--- src/rtl/fetch_pkg.sv ---
// fetch_pkg: shared types and constants for the instruction fetch front end.
// Provides the queue entry layout, the NOP encoding, the PC step and a count-width helper.
package fetch_pkg;

    localparam logic [31:0] NOP_INSTR = 32'h0;
    localparam logic [31:0] PC_INC    = 32'd4;

    typedef struct packed {
        logic [31:0] pc;
        logic [31:0] instr;
    } fetch_entry_t;

    // Bits needed to hold a count in 0..depth inclusive.
    function automatic int cnt_w(input int depth);
        return $clog2(depth + 1);
    endfunction

endpackage

--- src/rtl/fetch_fifo.sv ---
// fetch_fifo: synchronous FIFO with flush; head word read straight from storage.
// Ports: clk, reset (sync, active-low), push/pop/flush, din/dout, full, empty, count.
module fetch_fifo import fetch_pkg::*; #(
    parameter int WIDTH = 32,
    parameter int DEPTH = 4
) (
    input  logic                         clk,
    input  logic                         reset,
    input  logic                         push,
    input  logic                         pop,
    input  logic                         flush,
    input  logic [WIDTH-1:0]             din,
    output logic [WIDTH-1:0]             dout,
    output logic                         full,
    output logic                         empty,
    output logic [$clog2(DEPTH+1)-1:0]   count
);

    localparam int AW = $clog2(DEPTH);
    localparam int CW = cnt_w(DEPTH);

    logic [WIDTH-1:0] mem [DEPTH];
    logic [AW-1:0]    wr_ptr;
    logic [AW-1:0]    rd_ptr;
    logic             wr_en;
    logic             rd_en;

    assign full  = (count == CW'(DEPTH));
    assign empty = (count == '0);
    // Flush wins over both push and pop in the same cycle.
    assign wr_en = push && !flush && (!full || pop);
    assign rd_en = pop && !flush && !empty;
    assign dout  = mem[rd_ptr];

    always_ff @(posedge clk) begin
        if (wr_en) begin
            mem[wr_ptr] <= din;
        end
    end

    always_ff @(posedge clk) begin
        if (!reset || flush) begin
            wr_ptr <= '0;
            rd_ptr <= '0;
            count  <= '0;
        end else begin
            if (wr_en) begin
                wr_ptr <= wr_ptr + AW'(1);
            end
            if (rd_en) begin
                rd_ptr <= rd_ptr + AW'(1);
            end
            if (wr_en && !rd_en) begin
                count <= count + CW'(1);
            end else if (rd_en && !wr_en) begin
                count <= count - CW'(1);
            end
        end
    end

endmodule

--- src/rtl/if_fetch_queue.sv ---
// if_fetch_queue: in-order fetch front end feeding IF/ID from a pipelined imem.
// Ports: clk, reset (sync, active-low), imem_req_*, imem_rsp_*, redirect_*,
// IF_ID_Write, head PC/Instruction/inst_valid, occupancy.
module if_fetch_queue import fetch_pkg::*; #(
    parameter int          DEPTH    = 4,
    parameter logic [31:0] RESET_PC = 32'h0
) (
    input  logic                       clk,
    input  logic                       reset,
    output logic                       imem_req_valid,
    input  logic                       imem_req_ready,
    output logic [31:0]                imem_req_addr,
    input  logic                       imem_rsp_valid,
    input  logic [31:0]                imem_rsp_data,
    input  logic                       redirect_valid,
    input  logic [31:0]                redirect_pc,
    input  logic                       IF_ID_Write,
    output logic [31:0]                PC,
    output logic [31:0]                Instruction,
    output logic                       inst_valid,
    output logic [$clog2(DEPTH+1)-1:0] occupancy
);

    localparam int CW = cnt_w(DEPTH);

    logic [31:0]   fetch_pc;
    logic [CW-1:0] outstanding;
    logic [CW-1:0] drop;
    logic [CW-1:0] out_next;
    logic [CW-1:0] q_count;
    logic [CW-1:0] tag_count;
    logic [CW:0]   credit_sum;
    logic          req_fire;
    logic          rsp_ok;
    logic          q_push;
    logic          q_pop;
    logic          q_full;
    logic          q_empty;
    logic          tag_full;
    logic          tag_empty;
    logic [31:0]   tag_dout;
    fetch_entry_t  q_din;
    fetch_entry_t  q_dout;

    // Queued plus in-flight words never exceed DEPTH, so a response
    // always has a slot waiting for it.
    assign credit_sum = (CW+1)'(q_count) + (CW+1)'(outstanding);

    assign imem_req_valid = reset && !redirect_valid && !tag_full
                            && (credit_sum < (CW+1)'(DEPTH));
    assign imem_req_addr  = fetch_pc;
    assign req_fire       = imem_req_valid && imem_req_ready;

    // Stale words still pop their tag so tags stay aligned with responses.
    assign rsp_ok = imem_rsp_valid && (outstanding != '0);
    assign q_push = rsp_ok && (drop == '0) && !redirect_valid;
    assign q_pop  = inst_valid && IF_ID_Write && !redirect_valid;

    assign q_din.pc    = tag_dout;
    assign q_din.instr = imem_rsp_data;

    assign inst_valid  = !q_empty;
    assign PC          = q_empty ? fetch_pc : q_dout.pc;
    assign Instruction = q_empty ? NOP_INSTR : q_dout.instr;
    assign occupancy   = q_count;

    fetch_fifo #(
        .WIDTH ($bits(fetch_entry_t)),
        .DEPTH (DEPTH)
    ) u_queue (
        .clk   (clk),
        .reset (reset),
        .push  (q_push),
        .pop   (q_pop),
        .flush (redirect_valid),
        .din   (q_din),
        .dout  (q_dout),
        .full  (q_full),
        .empty (q_empty),
        .count (q_count)
    );

    fetch_fifo #(
        .WIDTH (32),
        .DEPTH (DEPTH)
    ) u_tags (
        .clk   (clk),
        .reset (reset),
        .push  (req_fire),
        .pop   (rsp_ok),
        .flush (1'b0),
        .din   (fetch_pc),
        .dout  (tag_dout),
        .full  (tag_full),
        .empty (tag_empty),
        .count (tag_count)
    );

    always_comb begin
        out_next = outstanding;
        if (req_fire) begin
            out_next = out_next + CW'(1);
        end
        if (rsp_ok) begin
            out_next = out_next - CW'(1);
        end
    end

    always_ff @(posedge clk) begin
        if (!reset) begin
            fetch_pc    <= RESET_PC;
            outstanding <= '0;
            drop        <= '0;
        end else if (redirect_valid) begin
            // Every request still in flight now belongs to the old path.
            fetch_pc    <= {redirect_pc[31:2], 2'b00};
            outstanding <= out_next;
            drop        <= out_next;
        end else begin
            if (req_fire) begin
                fetch_pc <= fetch_pc + PC_INC;
            end
            outstanding <= out_next;
            if (rsp_ok && (drop != '0)) begin
                drop <= drop - CW'(1);
            end
        end
    end

    always_ff @(posedge clk) begin
        if (reset) begin
            assert (!imem_rsp_valid || (outstanding != '0));
            assert (tag_empty == (tag_count == '0));
            assert (tag_count == outstanding);
            assert (!(q_push && q_full && !q_pop));
        end
    end

endmodule

--- config.mk ---
export PLATFORM = sky130hd
export DESIGN_NAME = if_fetch_queue
export DESIGN_NICKNAME = d
export VERILOG_FILES = /design/src/rtl/fetch_pkg.sv /design/src/rtl/fetch_fifo.sv /design/src/rtl/if_fetch_queue.sv
export SDC_FILE = /design/constraint.sdc
export NUM_CORES = 1
export LEC_CHECK = 0
export ABC_AREA = 1
export CORE_ASPECT_RATIO = 1.75
export CORE_UTILIZATION = 35
export CTS_CLUSTER_DIAMETER = 200
export DETAILED_ROUTE_END_ITERATION = 16
export GPL_TIMING_DRIVEN = 0
export HOLD_SLACK_MARGIN = 0.15
export PLACE_DENSITY = 0.58
export SETUP_SLACK_MARGIN = 0.5
export SYNTH_ARGS = -nofsm -noshare
export SYNTH_HDL_FRONTEND = slang
export SYNTH_SLANG_ARGS = --single-unit
--- constraint.sdc ---
create_clock -name clk -period 5 [get_ports clk]
set_clock_uncertainty 0.2 [all_clocks]
set_input_delay 0.5 -clock clk [delete_from_list [all_inputs] [get_ports clk]]
set_output_delay 0.5 -clock clk [all_outputs]
set_load 0.01 [all_outputs]
==> metrics <==
required time worst endpoint=4.30 ns; max_slew headroom=51.4%; Net Sw Frac=27.1%; Die H=299 um; Max VDD drop=0.000315 V; final setup fails=0; CTS resizes=0; YS warnings=0; vias in the first global route=12400; MaxCap Viol Count=0; I/O pin total=171; met2 WL=27300 um; logic gate share of total power=16.5%; Final min period=4.18 ns; cell leakage power=7.35 nW; RSZ-0062 raised after global routing=false; antenna cells=0; CTS Buffer Depth=3; NetSw=2.30 mW; Max Slew Vio Count=0; synth unique cells=40; critical path class=flop to primary output; routed len/inst=20.1 um; measured slew at the worst slew-check pin=0.727 ns; Yosys top cell area share=62.8%; CP Data Arrival Time=3.48 ns; Final period util=83.6%; Global Route Usage Sum=19.7%; initial antenna violation count=0; Area contributors post-synth=edfxtp_1, o21ai_0, nor2_1; first-pass GRT wire length=74300 um; Mapped Area=17600 sq um; Yosys reg bits=422; clock power share=34.1%; crit-path max FO=10; Post-Synthesis Cells=1606; Non-Filler Instances=2515; Root Driver=clkbuf_16; DRT iter0 DRCs=741; Worst Setup Start Kind=flop; Max Used Layer=met4; # DRC=0; Int Power=6.18 mW; Hold-fix buffers, CTS=1; Placed Instances=2443; FP Rows=108; total global routing overflow=0; Routed WL=50500 um; met3 WL=2120 um; full die area=51200 sq um; routability congestion estimate from global placement=0.901; sequential area share after synthesis=69.0%; Final Hold Viols=0; vias per cell=5.04; Met1 Routed Length=18600 um; Area growth syn-to-layout=22.8%; Max Freq=0.239 GHz; Clk Latency, worst-skew pair=0.55 ns; Min-Delay Path Class=input port to flop; largest net degree at the start of global routing=27; nets@finish=1915; width of the die=171 um; post-route antenna net violation count=0; Vias=12700; PwrDens=393 nW/um^2; Avg Cell Area, Syn=11.0 sq um; Reg2Reg Setup Slack=1.72 ns; hpwl dp=36400 um; Final Core Density=43.5%; Port Buf Inserts=162; status=complete, no violations; layout cells sized above 1=5.61%; TritonRoute pass-1 iters=5; Initial Util=35.5%; Flop pwr share=49.4%; area of the core=49600 sq um; clk slew on worst S/H paths=0.06 ns; CTS sink cnt=422; TritonCTS buffer count=39; TritonCTS clock tree=yes; cell taking the most area after synthesis=edfxtp_1; H-Tree Depth=2; Worst setup EP type=primary output; # Post-CTS Setup Buffers=0
==> cell type report <==
| type | count | area, sq um |
|---|---|---|
| timing repair buffer | 175 | 1900 |
| buffer | 86 | 373 |
| sequential | 422 | 12100 |
| inverter | 104 | 398 |
| multi-input combinational | 997 | 4760 |
| tap | 660 | 826 |
| clock inverter | 18 | 161 |
| fill | 4643 | 28000 |
| clock buffer | 53 | 1050 |
==> metal layers <==
layer | track usage, % | up-vias
met5 | 0 | -
met4 | 9.63 | 0
met3 | 2.09 | 109
met2 | 37.4 | 432
met1 | 21.1 | 6098
li1 | - | 6038
==> worst max-delay path, cell delays in order, from the launching register on <==
cell             delay (ns)
dfxtp_1                0.31
clkbuf_1               0.55
clkinv_1               0.54
clkbuf_1               0.40
nor2_1                 0.17
o21ai_0                0.09
a21oi_1                0.27
clkdlybuf4s50_1        0.59
==> flip-flops by register name, summed over array words and instances, names as in the netlist, named ones only <==
register        count
drop                3
imem_req_addr      30
outstanding         3
u_queue.count       3
u_queue.mem       248
u_queue.rd_ptr      2
u_queue.wr_ptr      2
u_tags.count        3
u_tags.mem        120
u_tags.rd_ptr       2
u_tags.wr_ptr       2
==> cells in the mapped netlist, drive strengths merged <==
cell type  count
nor3           9
clkbuf        64
xor2           8
o21a           1
nand3         42
and2           1
a211oi         1
nand4          8
nand2        198
a31oi          6
buf           22
fa             2
inv          101
o21ai        251
a21oi         69
ha            18
a22oi          1
or2            1
clkinv         3
o211ai         2
nor2         315
dfxtp         54
edfxtp       368
o22ai         59
conb           1
nand3b         1
==> layout by cell type, fill, tap and decap left out, types with 9 or more instances in the layout <==
| cell | n |
|---|---|
| clkdlybuf4s50_1 | 162 |
| nand3_1 | 41 |
| nor2_4 | 9 |
| nor2_1 | 304 |
| ha_1 | 18 |
| dfxtp_1 | 54 |
| edfxtp_1 | 368 |
| a21oi_1 | 69 |
| clkbuf_16 | 39 |
| inv_1 | 99 |
| clkbuf_1 | 76 |
| o21ai_0 | 250 |
| nand2_1 | 195 |
| o22ai_1 | 59 |
==> per-stage QoR <==
stage	hold slack [ns]	TNS, ns	cell area [sq um]	total power, mW	setup WS [ns]
6_report	0.238	0	21600	8.48	0.820
5_1_grt	0.239	0	21600	8.81	0.538
4_1_cts	0.218	0	21600	8.54	0.667
3_5_place_dp	0.263	0	20400	5.68	1.26
3_3_place_gp	0.253	-595.35	20000	5.63	-2.52
2_1_floorplan	0.236	0	17600	4.99	0.603
==> worst paths after layout <==
kind | start | to | depth (start not counted)
worst max-delay path | flop | Instruction[30] | 7
worst min-delay path | redirect_valid | u_queue.count[2]$_SDFFE_PP0P_ | 4
worst max register to register | u_queue.count[0]$_SDFFE_PP0P_ | u_queue.count[1]$_SDFFE_PP0P_ | 10
worst min register to register | u_tags.rd_ptr[1]$_SDFFE_PN0P_ | u_tags.rd_ptr[1]$_SDFFE_PN0P_ | 2
==> power by group through the flow <==
stage	clock, mW	sequential (mW)	combinational (mW)
final	2.89	4.19	1.40
after global routing	3.06	4.20	1.54
after CTS	2.93	4.19	1.42
after detailed placement	0	4.26	1.41
after global placement	0	4.28	1.35
after floorplan	0	4.25	0.744
==> logic make-up after synthesis <==
logic type / synth area share [%]
xor gates and xnor gates: 0.398
AOI/OAI and AO/OA: 11.6
DFF: 69.0
other: 0.0213
and+or+nand+nor: 13.1
adders and majority gates: 1.51
buffers and inverters: 4.38
Power figures use the tool's default switching activity.
